File: src/rtl/enc_gate_ctrl.sv
`default_nettype none
// ============================================================================
// Module      : enc_gate_ctrl
// Description : Gated encoder pulse counter. Counts ENCA rising edges over a
//               programmable window and hands results over a valid/ack pair.
// Revision    : 1.0 - initial release
// ============================================================================
module enc_gate_ctrl #(
  parameter int CNT_W = 16,
  parameter int WIN_W = 16
) (
  input  logic             clk,
  input  logic             rst,
  input  logic             en,
  input  logic [WIN_W-1:0] win_len,
  input  logic             ENCA,
  output logic [CNT_W-1:0] cnt_out,
  output logic             cnt_valid,
  input  logic             cnt_ack,
  output logic             ovf,
  output logic             lost,
  output logic             busy
);

  typedef enum logic [1:0] {
    IDLE  = 2'd0,
    ARM   = 2'd1,
    COUNT = 2'd2
  } state_t;

  localparam logic [CNT_W-1:0] C_CNT_MAX = '1;
  localparam logic [WIN_W-1:0] C_WIN_MIN = WIN_W'(2);
  localparam logic [WIN_W-1:0] C_WIN_ONE = WIN_W'(1);

  state_t           r_state;
  logic             r_busy;
  logic             r_sync1;
  logic             r_sync2;
  logic             r_sync_d;
  logic [CNT_W-1:0] r_pulse;
  logic             r_win_ovf;
  logic [WIN_W-1:0] r_win_cnt;
  logic [CNT_W-1:0] r_cnt_out;
  logic             r_cnt_valid;
  logic             r_ovf;
  logic             r_lost;

  logic             w_edge;
  logic             w_sat;
  logic [CNT_W-1:0] w_pulse_next;
  logic             w_ovf_next;
  logic [WIN_W-1:0] w_win_eff;
  logic             w_last;
  logic             w_ack_ok;

  assign w_edge       = r_sync2 & ~r_sync_d;
  assign w_sat        = (r_pulse == C_CNT_MAX);
  assign w_pulse_next = (w_edge && !w_sat) ? (r_pulse + CNT_W'(1)) : r_pulse;
  assign w_ovf_next   = r_win_ovf | (w_edge & w_sat);
  // Windows shorter than two cycles are stretched to two.
  assign w_win_eff    = (win_len < C_WIN_MIN) ? C_WIN_MIN : win_len;
  assign w_last       = (r_state == COUNT) && (r_win_cnt == C_WIN_ONE);
  assign w_ack_ok     = cnt_ack && r_cnt_valid;

  always_ff @(posedge clk) begin
    if (rst) begin
      r_sync1  <= 1'b0;
      r_sync2  <= 1'b0;
      r_sync_d <= 1'b0;
    end else begin
      r_sync1  <= ENCA;
      r_sync2  <= r_sync1;
      r_sync_d <= r_sync2;
    end
  end

  always_ff @(posedge clk) begin
    if (rst) begin
      r_state   <= IDLE;
      r_busy    <= 1'b0;
      r_pulse   <= '0;
      r_win_ovf <= 1'b0;
      r_win_cnt <= '0;
    end else begin
      case (r_state)
        IDLE: begin
          if (en) begin
            r_state <= ARM;
            r_busy  <= 1'b1;
          end
        end
        ARM: begin
          r_win_cnt <= w_win_eff;
          r_pulse   <= '0;
          r_win_ovf <= 1'b0;
          r_state   <= COUNT;
          r_busy    <= 1'b1;
        end
        COUNT: begin
          if (r_win_cnt == C_WIN_ONE) begin
            // Last cycle: result is captured by the output block; restart or stop.
            r_pulse   <= '0;
            r_win_ovf <= 1'b0;
            if (en) begin
              r_win_cnt <= w_win_eff;
            end else begin
              r_win_cnt <= '0;
              r_state   <= IDLE;
              r_busy    <= 1'b0;
            end
          end else if (!en) begin
            r_pulse   <= '0;
            r_win_ovf <= 1'b0;
            r_win_cnt <= '0;
            r_state   <= IDLE;
            r_busy    <= 1'b0;
          end else begin
            r_win_cnt <= r_win_cnt - C_WIN_ONE;
            r_pulse   <= w_pulse_next;
            r_win_ovf <= w_ovf_next;
          end
        end
        default: begin
          r_state <= IDLE;
          r_busy  <= 1'b0;
        end
      endcase
    end
  end

  always_ff @(posedge clk) begin
    if (rst) begin
      r_cnt_out   <= '0;
      r_cnt_valid <= 1'b0;
      r_ovf       <= 1'b0;
      r_lost      <= 1'b0;
    end else begin
      if (w_last) begin
        r_cnt_out   <= w_pulse_next;
        r_ovf       <= w_ovf_next;
        r_cnt_valid <= 1'b1;
      end else if (w_ack_ok) begin
        r_cnt_valid <= 1'b0;
      end
      // An overwrite of an unconsumed result beats a concurrent clear.
      if (w_last && r_cnt_valid && !cnt_ack) begin
        r_lost <= 1'b1;
      end else if (w_ack_ok) begin
        r_lost <= 1'b0;
      end
    end
  end

  assign cnt_out   = r_cnt_out;
  assign cnt_valid = r_cnt_valid;
  assign ovf       = r_ovf;
  assign lost      = r_lost;
  assign busy      = r_busy;

endmodule
`default_nettype wire

File: config.mk
export PLATFORM = sky130hd
export DESIGN_NAME = enc_gate_ctrl
export DESIGN_NICKNAME = d
export VERILOG_FILES = /design/src/rtl/enc_gate_ctrl.sv
export SDC_FILE = /design/constraint.sdc
export NUM_CORES = 1
export LEC_CHECK = 0
export BUFFER_PORTS_ARGS = -buffer_cell sky130_fd_sc_hd__clkbuf_2
export CORE_MARGIN = 3
export CORE_UTILIZATION = 45
export CTS_CLUSTER_SIZE = 14
export DETAILED_ROUTE_END_ITERATION = 10
export SYNTH_ARGS = -nofsm -noshare
export SYNTH_HDL_FRONTEND = slang
export SYNTH_SLANG_ARGS = --single-unit
export TNS_END_PERCENT = 10
File: constraint.sdc
create_clock -name clk -period 3.03 [get_ports clk]
set_clock_uncertainty 0.2 [all_clocks]
set_input_delay 0.303 -clock clk [delete_from_list [all_inputs] [get_ports clk]]
set_output_delay 0.303 -clock clk [all_outputs]
set_load 0.05 [all_outputs]
# After elaboration in Yosys (flattened, before gate mapping)
# Cells that the tools add are included.
[totals]
register_bits = 58
ramBits = 0
elab_cells = 58
in_bits = 21
n_memories = 0
out_inout_bits = 20
latch_bits = 0
mem_bits_ro = 0
[classes]
n_bitwise = 4
mul = 0
addsub = 2
eq_ne = 6
reduce_logical = 12
order_cmp = 1
shifts = 0
muxes = 21
div_mod_pow = 0
[ops]
columns = ["operator", "n"]
rows = [
  ["$mux W16", 7],
  ["$pmux W16 S2", 2],
  ["$add A16 B1 Y16 const B", 1],
  ["$eq A16 B1 Y1 const B", 1],
  ["$eq A16 B16 Y1 const B", 1],
  ["$lt A16 B2 Y1 const B", 1],
  ["$sub A16 B1 Y16 const B", 1],
  ["$mux W1", 7],
  ["$pmux W2 S3", 1],
  ["$reduce_bool A2 Y1", 3],
  ["$logic_and A1 B1 Y1", 5],
  ["$mux W2", 2],
  ["$ne A2 B2 Y1 const B", 2],
  ["$pmux W1 S3", 1],
  ["$and A1 B1 Y1", 2],
  ["$eq A2 B1 Y1 const B", 1],
  ["$eq A2 B2 Y1 const B", 1],
  ["$logic_not A1 Y1", 2],
  ["$logic_not A2 Y1", 1],
  ["$pmux W1 S2", 1],
  ["$reduce_and A2 Y1", 1],
  ["$not A1 Y1", 1],
  ["$or A1 B1 Y1", 1],
]

# Depth between registers and ports, before layout
[depth]
ltp_word = 7
mapped_depth = 9
depth_no_buf = 7

# Least setup slack after synthesis
# No wires, ideal clock.
[synth_path]
path_kind = "register -> register"
startpoint = "register r_win_cnt[1]"
endpoint = "register r_pulse[0]"
path_slack_ns = 0.412
synth_period_minus_slack_ns = 2.618
required_ns = 2.709
stages_incl_launch_ff = 10
t_arrival_ns = 2.297
cell_sequence = "dfxtp_1 -> inv_1 -> ha_1 -> or4b_2 -> clkbuf_1 -> nor4_1 -> buf_4 -> or3_1 -> o21ai_0 -> mux2_2"
[synth_via]
elab_chain_cells = 3
[synth_lines]
columns = ["element", "line_no", "source"]
rows = [
  ["from (decl)", "42", "logic [WIN_W-1:0] r_win_cnt;"],
  ["from (signal assigned)", "93", "r_win_cnt <= w_win_eff;"],
  ["from (signal assigned)", "105", "r_win_cnt <= w_win_eff;"],
  ["from (signal assigned)", "118", "r_win_cnt <= r_win_cnt - C_WIN_ONE;"],
  ["$eq A16 B1 Y1", "100", "if (r_win_cnt == C_WIN_ONE) begin"],
  ["$mux W16", "100", ""],
  ["$pmux W16 S2", "85", "case (r_state)"],
  ["to (signal assigned)", "119", "r_pulse <= w_pulse_next;"],
  ["to (decl)", "40", "logic [CNT_W-1:0] r_pulse;"],
]
# No other way between the ends.
# A chain may end at the register's enable or synchronous reset.

# Final worst setup path
[layout_path]
startpoint = "register r_win_cnt[0]"
endpoint = "register r_pulse[4]"
# Same word-level chain as after synthesis.

==> flow_summary.ini <==
[critical_path]
r2r_end = r_pulse[4]
worstPathArrival_ps = 2750
crit_path_end_kind = register
worstSetupStartpointType = register
required_ps = 3060
r2r_cells = 8
startpoint = r_win_cnt[0]
critPathKind = reg -> reg
worstReg2RegStart = r_win_cnt[0]
path_max_fanout = 16
r2r_slack_ps = 300

[sta]
rsz0062_at_grt = false
finalCriticalPeriod_ps = 2730
setup_viol = 0
tns_ps = 0
worstMarginPinSlew_ps = 685
hold_viol_final = 0
worst_slack_ps = 304
period_share = 0.900
relSlewSlack = 0.541
drv_slew = 0
max_freq_ghz = 0.367

[floorplan]
initial_core_util = 0.477
die_height_um = 89.0
die_x_um = 89.0
dieArea_um2 = 7920
core_um2 = 6490
rows = 29
io_pins = 41

[hold_path]
hold_end = r_win_cnt[15]
worstHoldStart = win_len[15]
hold_path_class = in -> reg
hold_depth = 3

[place]
hpwl_mm = 5.83
dp.cells = 482
io_buffers = 40
gp_congestion = 0.877
place_ws_ps = 331

[detailed_routing]
drt-initial-drc-count = 277
antenna_left = 0
num_vias = 2994
avgViaCountPerCell = 6.00
wl_mm = 8.17
wl_per_cell_um = 16.4
drt-pass1-iter-count = 5
drc = 0

[grt]
busiest_layer = met1
globalRouteTotalUtil = 0.221
met2_usage = 0.318
gr-usage-met3 = 0.0645
grt_pass1_vias = 2707
use_met1 = 0.325
antenna_found_initial = 0
grt_pass1_wl_mm = 13.6
gr-total-overflow = 0
grt_max_degree = 34

[clocking]
cts_sinks = 58
cts_tree = built
clockBufferDepth = 2
cts_buffers = 9
cts_root_buf = clkbuf_8
clock_latency_ps = 340
clkTransAtPathRegs_ps = 70
htreeDepth = 3
postCtsResizedCells = 0

[finish]
area_delta_synth_final_pct = 17.2
layoutNonFillerInstCount = 499
diodes = 0
drive_gt1_frac = 0.204
nets = 445

[yosys]
yosys.area.top_type_share = 0.375
async_flop_share = 0
yosys_warnings = 0
synthTopCellsByArea = dfxtp_1 37%, a21oi_1 5.3%, nor2_1 4.0%
ys_types = 57
yosysTopAreaCell = dfxtp_1
yosysMostFrequentCell = dfxtp_1
yosys_most_used_dff = dfxtp_1
avgSynthCellArea_um2 = 8.31
synth-seq-cells = 58
netlist_area_um2 = 3100
synth_nets = 400
synth_cells = 373
synth_common_cells = 58 x dfxtp_1, 33 x a21oi_1, 33 x nor2_1
ys_seq_area_frac = 0.375
synth-edff-count = 0

[run]
drv_cap = 0

[power]
total_power_uw = 2030
powerDensity_nw_per_um2 = 558
irDropWorstVdd_v = 0.000271
p_leak_uw = 0.00135

[run_status]
outcome = finished, final reports clean
[cell families after synthesis]
group	share of synthesized area
xor gates and xnor gates	0.0254
adders and majority gates	0.0242
buffers and inverters	0.0505
AOI/OAI and AO/OA	0.243
muxes	0.0303
and+or+nand+nor	0.252
DFF	0.375
[power breakdown]
part / switching, uW / total [uW] / leakage [uW] / internal, uW
registers: 40.6 / 840 / 0.000470 / 799
clock network: 321 / 741 / 0.000101 / 420
logic: 270 / 447 / 0.000776 / 177
[sequential cells by signal (all words and copies together) (netlist names)]
register and flops:
busy 1, cnt_out 16, cnt_valid 1, lost 1, ovf 1, r_pulse 16, r_state 2, r_sync1 1
r_sync2 1, r_sync_d 1, r_win_cnt 16, r_win_ovf 1
[area by class of cell]
type                            instances  area [um2]
Sequential cell                        58        1160
Timing Repair Buffer                   57         333
Fill cell                             629        2860
Tap cell                               77        96.3
Clock buffer                           11         151
Clock inverter                          4        51.3
Inverter                               14        52.6
Multi-Input combinational cell        278        1790
[critical path: stages (launching register included)]
cell and delay, ps:
dfxtp_1 400, ha_1 170, or4b_2 690, nor4_1 290, buf_4 240, nor3_2 120
buf_4 240, a41oi_1 210, nor2_1 50
[repair_timing]
action                                  4_1_cts  5_1_grt
hold buffers                                  2        0
endpoints found under the setup margin        0        0
hold endpoints to repair                      2        0
setup buffers                                 0        0
[per-stage QoR]
stage | instance area [um2] | hold WS, ps | utilization
after floorplan | 3100 | 204 | -
after global placement | 3410 | 237 | 0.525
after detailed placement | 3410 | 227 | 0.525
after CTS | 3630 | 21.0 | 0.559
after global routing | 3630 | 34.5 | 0.559
final | 3630 | 45.5 | 0.559
[worst max-delay path by stage]
stage	cells after the start	endpoint	slack, ps
floorplan	9	r_pulse[0]	410
global placement	6	r_win_cnt[1]	420
detailed placement	8	r_pulse[4]	330
CTS	9	r_pulse[4]	320
global route	9	r_pulse[4]	90
finish	8	r_pulse[4]	300
[cell usage in the layout (no fill, tap or decap), types with 5 or more instances in the layout]
cell type,count
dfxtp_1,58
clkbuf_2,40
nor2_1,33
a21oi_1,33
nand2_1,17
a31oi_1,15
buf_4,15
inv_1,14
o21ai_0,13
nand3_1,13
nor4_1,11
clkbuf_8,11
nor3_1,10
xnor2_1,8
a211oi_1,8
or3_1,7
nand4_1,7
nand2b_1,7
mux2i_1,6
nor2b_1,6
ha_1,6
o211ai_1,5
o31ai_1,5
and2_1,5
[layer usage]
layer / vias to the layer above / routed length [um]
li1: 1486 / -
met4: 0 / 77
met1: 1385 / 4020
met2: 115 / 3490
met3: 8 / 581
met5: - / 0
Note: power is estimated with default switching activity, not from simulation.
